## src/rtl/cdc_hs_sender_if.sv

```systemverilog
// cdc_hs_sender_if: source-side handshake bundle between the sender and its user/receiver
interface cdc_hs_sender_if #(
  parameter int DATA_W = 8,
  parameter int TMO_W  = 8,
  parameter int CNT_W  = 16
);
  logic              start;
  logic [DATA_W-1:0] data_in;
  logic              ack;
  logic [TMO_W-1:0]  timeout_cfg;
  logic              clear_err;
  logic              ready;
  logic              req_out;
  logic [DATA_W-1:0] data_out;
  logic              send_ctrl;
  logic              err_timeout;
  logic [CNT_W-1:0]  xfer_cnt;
  modport master (
    output start, data_in, ack, timeout_cfg, clear_err,
    input  ready, req_out, data_out, send_ctrl, err_timeout, xfer_cnt
  );
  modport slave (
    input  start, data_in, ack, timeout_cfg, clear_err,
    output ready, req_out, data_out, send_ctrl, err_timeout, xfer_cnt
  );
endinterface

```

## src/rtl/cdc_hs_sender.sv

```systemverilog
// cdc_hs_sender: source half of a req/ack CDC handshake with timeout monitor and transfer counter
module cdc_hs_sender #(
  parameter int DATA_W      = 8,
  parameter int MODE_4PH    = 1,
  parameter int SYNC_STAGES = 2,
  parameter int TMO_W       = 8,
  parameter int CNT_W       = 16
) (
  input logic             clk,
  input logic             rst_n,
  cdc_hs_sender_if.slave  hs
);
  typedef enum logic [1:0] {IDLE, REQ1, REQ0, WAIT} state_t;
  localparam bit M4 = (MODE_4PH != 0);
  state_t                 state_q, state_d;
  logic                   req_q, req_d;
  logic [DATA_W-1:0]      data_q, data_d;
  logic                   send_q, done;
  logic                   err_q, err_d;
  logic [CNT_W-1:0]       cnt_q, cnt_d;
  logic [TMO_W-1:0]       tmo_q, tmo_d;
  logic [SYNC_STAGES-1:0] sync_q;
  logic                   ack_s, legal;
  assign ack_s = sync_q[SYNC_STAGES-1];
  assign legal = M4 ? (state_q != WAIT) : (state_q == IDLE || state_q == WAIT);
  // Next state, request level, payload capture and completion strobe
  always_comb begin
    state_d = state_q;
    req_d   = req_q;
    data_d  = data_q;
    done    = 1'b0;
    if (!legal) begin
      state_d = IDLE;
      req_d   = 1'b0;
    end else begin
      case (state_q)
        IDLE: if (hs.start) begin
          state_d = M4 ? REQ1 : WAIT;
          req_d   = M4 ? 1'b1 : ~req_q;
          data_d  = hs.data_in;
        end
        REQ1: if (ack_s) begin
          state_d = REQ0;
          req_d   = 1'b0;
          done    = 1'b1;
        end
        REQ0: if (!ack_s) state_d = IDLE;
        WAIT: if (ack_s == req_q) begin
          state_d = IDLE;
          done    = 1'b1;
        end
        default: state_d = IDLE;
      endcase
    end
  end
  // Timeout counter restarts on each state change; a new timeout beats a simultaneous clear
  always_comb begin
    tmo_d = (state_d != state_q) ? '0
          : (state_q != IDLE && tmo_q != '1) ? tmo_q + TMO_W'(1) : tmo_q;
    err_d = (hs.timeout_cfg != '0 && tmo_q == hs.timeout_cfg) | (err_q & ~hs.clear_err);
    cnt_d = cnt_q + CNT_W'(done);
  end
  // State, handshake outputs, ack synchroniser and monitors
  always_ff @(posedge clk or negedge rst_n) begin
    if (!rst_n) begin
      state_q <= IDLE;
      req_q   <= 1'b0;
      data_q  <= '0;
      send_q  <= 1'b0;
      err_q   <= 1'b0;
      cnt_q   <= '0;
      tmo_q   <= '0;
      sync_q  <= '0;
    end else begin
      state_q <= state_d;
      req_q   <= req_d;
      data_q  <= data_d;
      send_q  <= done;
      err_q   <= err_d;
      cnt_q   <= cnt_d;
      tmo_q   <= tmo_d;
      sync_q  <= {sync_q[SYNC_STAGES-2:0], hs.ack};
    end
  end
  assign hs.ready       = (state_q == IDLE);
  assign hs.req_out     = req_q;
  assign hs.data_out    = data_q;
  assign hs.send_ctrl   = send_q;
  assign hs.err_timeout = err_q;
  assign hs.xfer_cnt    = cnt_q;
endmodule

```

## src/flat_wrapper.sv

```systemverilog
// flat-port wrapper written by rule: the top's interface ports become plain ports
module cdc_hs_sender_flat 
#(
  parameter int DATA_W      = 8,
  parameter int MODE_4PH    = 1,
  parameter int SYNC_STAGES = 2,
  parameter int TMO_W       = 8,
  parameter int CNT_W       = 16
)
  (clk, rst_n, hs_start, hs_data_in, hs_ack, hs_timeout_cfg, hs_clear_err, hs_ready, hs_req_out, hs_data_out, hs_send_ctrl, hs_err_timeout, hs_xfer_cnt);
  cdc_hs_sender_if #(.DATA_W(DATA_W), .TMO_W(TMO_W), .CNT_W(CNT_W)) hs_i ();
  input logic clk;
  input logic rst_n;
  input wire logic [$bits(hs_i.start)-1:0] hs_start;
  input wire logic [$bits(hs_i.data_in)-1:0] hs_data_in;
  input wire logic [$bits(hs_i.ack)-1:0] hs_ack;
  input wire logic [$bits(hs_i.timeout_cfg)-1:0] hs_timeout_cfg;
  input wire logic [$bits(hs_i.clear_err)-1:0] hs_clear_err;
  output wire logic [$bits(hs_i.ready)-1:0] hs_ready;
  output wire logic [$bits(hs_i.req_out)-1:0] hs_req_out;
  output wire logic [$bits(hs_i.data_out)-1:0] hs_data_out;
  output wire logic [$bits(hs_i.send_ctrl)-1:0] hs_send_ctrl;
  output wire logic [$bits(hs_i.err_timeout)-1:0] hs_err_timeout;
  output wire logic [$bits(hs_i.xfer_cnt)-1:0] hs_xfer_cnt;
  assign hs_i.start = hs_start;
  assign hs_i.data_in = hs_data_in;
  assign hs_i.ack = hs_ack;
  assign hs_i.timeout_cfg = hs_timeout_cfg;
  assign hs_i.clear_err = hs_clear_err;
  assign hs_ready = hs_i.ready;
  assign hs_req_out = hs_i.req_out;
  assign hs_data_out = hs_i.data_out;
  assign hs_send_ctrl = hs_i.send_ctrl;
  assign hs_err_timeout = hs_i.err_timeout;
  assign hs_xfer_cnt = hs_i.xfer_cnt;
  cdc_hs_sender #(.DATA_W(DATA_W), .MODE_4PH(MODE_4PH), .SYNC_STAGES(SYNC_STAGES), .TMO_W(TMO_W), .CNT_W(CNT_W)) u_core (.clk(clk), .rst_n(rst_n), .hs(hs_i));
endmodule
```

## config.mk

```make
export PLATFORM = sky130hd
export DESIGN_NAME = cdc_hs_sender_flat
export DESIGN_NICKNAME = d
export VERILOG_FILES = /design/src/rtl/cdc_hs_sender_if.sv /design/src/rtl/cdc_hs_sender.sv /design/src/flat_wrapper.sv
export SDC_FILE = /design/constraint.sdc
export NUM_CORES = 1
export LEC_CHECK = 0
export ABC_AREA = 1
export CORE_MARGIN = 2
export CORE_UTILIZATION = 53
export CTS_CLUSTER_SIZE = 40
export DETAILED_ROUTE_END_ITERATION = 8
export PLACE_DENSITY = 0.83
export SETUP_SLACK_MARGIN = 0.1
export SLEW_MARGIN = 0
export SYNTH_ARGS = -nofsm -noshare
export SYNTH_HDL_FRONTEND = slang
export SYNTH_SLANG_ARGS = --single-unit
```

## constraint.sdc

```tcl
create_clock -name clk -period 3 [get_ports clk]
set_input_delay 0.3 -clock clk [delete_from_list [all_inputs] [get_ports clk]]
set_output_delay 0.3 -clock clk [all_outputs]
set_load 0.1 [all_outputs]
```

==> reports/results.txt <==
The number of filler cells placed in the layout was 270; the area growth from synthesis to layout was 29.7%. After detailed routing, the number of vias per cell comes to 5.04. Number of buffers added on ports: 48. The floorplan step defined a die boundary enclosing 4220 um2. In this run the critical register-to-register path is captured at u_core.hs.xfer_cnt[14]$_DFF_PN0_.

The post-layout minimum cycle time came out at 2100 ps. By startpoint and endpoint, the worst setup path is classified as flip-flop to primary output. For this design, the CTS-stage hold fixing added 0 buffers. The clock latency on the worst-skew pair is 290 ps.

The tools report the setup violation total in the final timing report as 0. TritonCTS built the clock tree. Synthesis produced a netlist whose cell count is 232.

For this run, design rule violations remaining after detail routing come to 0. The clock drives 39 sinks. After detailed routing, the total wire length is 4.03 mm.

Family with the most delay on the worst path: buffers and inverters. The floorplan die height was 65.0 um. Setup repair after global routing left no endpoint under its margin.

The mean instance size in the synthesized netlist is 8.49 um2, and the floorplan die width is 65.0 um. For the pin with the worst max-slew slack, the measured transition is 974 ps. Number of buffers and inverters on the critical path: 1.

Sorting the synthesized cells by area gives the leading types as sky130_fd_sc_hd__dfrtp_1, sky130_fd_sc_hd__nand2_1, sky130_fd_sc_hd__xnor2_1, sky130_fd_sc_hd__inv_1, sky130_fd_sc_hd__nand3_1. The logs give 0.853 for the last weighted congestion value of the routability-driven placer and 1160 ps for the minimum setup slack after placement. STA classifies the critical path startpoint as a flip-flop. Sequential share of the synthesized area: 49.6%. The worst hold path belongs to the class primary input to async pin. Counting every net in the synthesized netlist gives 256.

The quantity of gates resized following cts came out at 0. The number of pins with negative max-slew slack in the final report is 0, and the via count of the first global-routing pass is 1,725. No sink is reached through more buffers than the 2 on the longest clock path. The fraction of final layout cells sized beyond drive strength 1 works out to 15.0%. Counting distinct cell types in the post-synthesis netlist gives 25.

The tree is rooted in a sky130_fd_sc_hd__clkbuf_8. Maximum fanout along the worst path: 2. The total count of hold-check failures in the final report was 0. The clock-pin slew on the worst setup and hold paths was 80 ps; the effective utilization at floorplan was 54.6%.

The clock buffer count from CTS came out at 5. The worst reg2reg path depth was 8; the initial antenna violation count was 0. The slowest stage cell on the critical path is sky130_fd_sc_hd__clkdlybuf4s50_1. For the buffers inserted during post-CTS setup optimization, the log shows 0. The signal on the critical path passes through clkdlybuf4s50_1. The total power density per cell area was 970 nW/um2. The number of antenna diodes in the final layout is 0. The run gives 2.48 mW as the total power. Entering global routing, the biggest net connects 40 pins. After global routing the overflow that remains totals 0. Setup total negative slack on the finished layout was measured at 0 ps. The startpoint identified for the worst register-to-register timing path is u_core.state_q[0]$_DFF_PN0_. During synthesis, Yosys emitted a total of 0 warnings.

The peak supply drop was 0.00106 V. For the final database, setup skew stands at 8.85 ps. The post-route core utilization is 70.9%, and the maximum frequency from static timing analysis is 475 MHz. The number of nets with antenna violations after detailed routing is 0.

The routed length per placed instance is 12.1 um, and the total global routing track utilization is 22.4%. The worst path uses 70.1% of the clock period. Measured against its own limit, the worst slew margin works out to 34.9%. For the data required time of the critical path, the log shows 2700 ps. The tools report the total via count after detailed routing as 1,684. The worst reg-to-reg setup slack is 1160 ps, and the number of placement rows is 22. Summing every instance area after synthesis gives 1970 um2. The minimum setup slack in the final design is 896 ps, and the H-tree depth is 2.

The synthesized design devotes to its leading area cell type 49.6% of total area. After synthesis the netlist holds a flip-flop and latch count of 39. Detailed placement finished with a half-perimeter wire length of 2.82 mm.

Data on the critical path arrives at its endpoint at 1800 ps. The core footprint was 3610 um2; the DRC violation total after the first TritonRoute iteration was 122. Max-cap violations in this run came to 0. STA classifies the critical path endpoint as a primary output. The synthesized design spends more area on one cell type than any other, namely sky130_fd_sc_hd__dfrtp_1. The flow ran to the end, and the final reports show no timing, DRC or antenna violations. The run gives 309 as the final-stage net count.

49 I/O pins were placed. The run gives 1.25 nW as the static leakage power. The global-route wire length before repair was 7.26 mm.

The number of detailed-route iterations in the first pass was 4; the stage delay of the slowest cell on the critical path was 1140 ps.
## flip-flops by register name, summed over array words and instances (netlist names)
register               flops
u_core.hs.send_ctrl        1
u_core.tmo_q               8
u_core.hs.xfer_cnt        16
u_core.hs.data_out         8
u_core.hs.err_timeout      1
u_core.state_q             2
u_core.sync_q              2
u_core.hs.req_out          1
## synthesized netlist by cell type
library cell,instances
sky130_fd_sc_hd__xor2_1,7
sky130_fd_sc_hd__o21bai_1,2
sky130_fd_sc_hd__nor2_1,17
sky130_fd_sc_hd__o21ai_1,1
sky130_fd_sc_hd__nand2_2,3
sky130_fd_sc_hd__a21oi_4,1
sky130_fd_sc_hd__nor3_1,4
sky130_fd_sc_hd__o21ai_0,1
sky130_fd_sc_hd__o31ai_1,1
sky130_fd_sc_hd__nand3b_1,3
sky130_fd_sc_hd__nand2_1,86
sky130_fd_sc_hd__dfrtp_1,39
sky130_fd_sc_hd__buf_2,1
sky130_fd_sc_hd__inv_1,20
sky130_fd_sc_hd__or2_2,1
sky130_fd_sc_hd__and2_1,1
sky130_fd_sc_hd__xnor2_1,11
sky130_fd_sc_hd__nor2_4,6
sky130_fd_sc_hd__o211ai_2,1
sky130_fd_sc_hd__nand3_1,14
sky130_fd_sc_hd__ha_1,3
sky130_fd_sc_hd__buf_4,1
sky130_fd_sc_hd__inv_2,1
sky130_fd_sc_hd__nand4_1,6
sky130_fd_sc_hd__nor3_2,1
## cell usage in the layout (no fill, tap or decap), drive strengths merged, types with 2 or more instances in the layout
master and n:
nand4 6, xor2 7, o21bai 2, nor2 23, xnor2 11, nand3b 3
nand3 14, nand2 89, inv 21, buf 21, nor3 5, ha 3
clkdlybuf4s50 27, o21ai 2, clkinv 2, clkbuf 5, dfrtp 39
## worst max path at each step
stage,start,slack (ps),endpoint,cells after the start
after floorplan,u_core.hs.xfer_cnt[0]$_DFF_PN0_,860,u_core.hs.xfer_cnt[14]$_DFF_PN0_,6
after global placement,u_core.state_q[0]$_DFF_PN0_,1230,u_core.hs.xfer_cnt[14]$_DFF_PN0_,8
after detailed placement,u_core.state_q[0]$_DFF_PN0_,1160,u_core.hs.xfer_cnt[14]$_DFF_PN0_,8
after CTS,u_core.hs.data_out[1]$_DFFE_PN0P_,890,hs_data_out[1],1
after global routing,u_core.hs.data_out[1]$_DFFE_PN0P_,850,hs_data_out[1],1
final,u_core.hs.data_out[1]$_DFFE_PN0P_,900,hs_data_out[1],1
## per-stage QoR
step                area [um2]  hold slack [ps]  instances
floorplan                 1970             4.41        232
global placement          2440              335        326
detailed placement        2440              342        326
CTS                       2550              137        334
global route              2550              184        334
finish                    2550              110        334
## cell families (layout without fill, tap and decap cells)
group           count (synthesis)  count (layout)  share of synthesized area (%)
simple gates                  142             142                           32.8
xor+xnor                       18              18                           8.01
flops                          39              39                           49.6
fa+ha+maj                       3               3                           1.91
buf+inv                        23              77                           4.64
compound gates                  7               7                           3.11
## report_power, final
part	switching, mW	total (mW)	internal (mW)
sequential	0.104	0.748	0.644
combinational	1.02	1.29	0.277
clock	0.190	0.438	0.248
total	1.31	2.48	1.17
## final cells by class
class | count | area [um2] | share of cell area (%)
inverter | 21 | 78.8 | 3.09
clock inverter | 3 | 43.8 | 1.71
timing repair buffer | 48 | 425 | 16.7
tap | 48 | 60.1 | 2.35
clock buffer | 5 | 68.8 | 2.69
multi-input combinational | 170 | 902 | 35.3
sequential | 39 | 976 | 38.2
## routing by layer
metal	track usage (%)	vias to the layer above	routed length (um)
met3	5.38	5	250
met2	36.0	58	1860
li1	-	834	-
met1	29.3	787	1880
met5	0	-	0
met4	8.51	0	36
No activity file was read; power rests on OpenSTA's default activity.
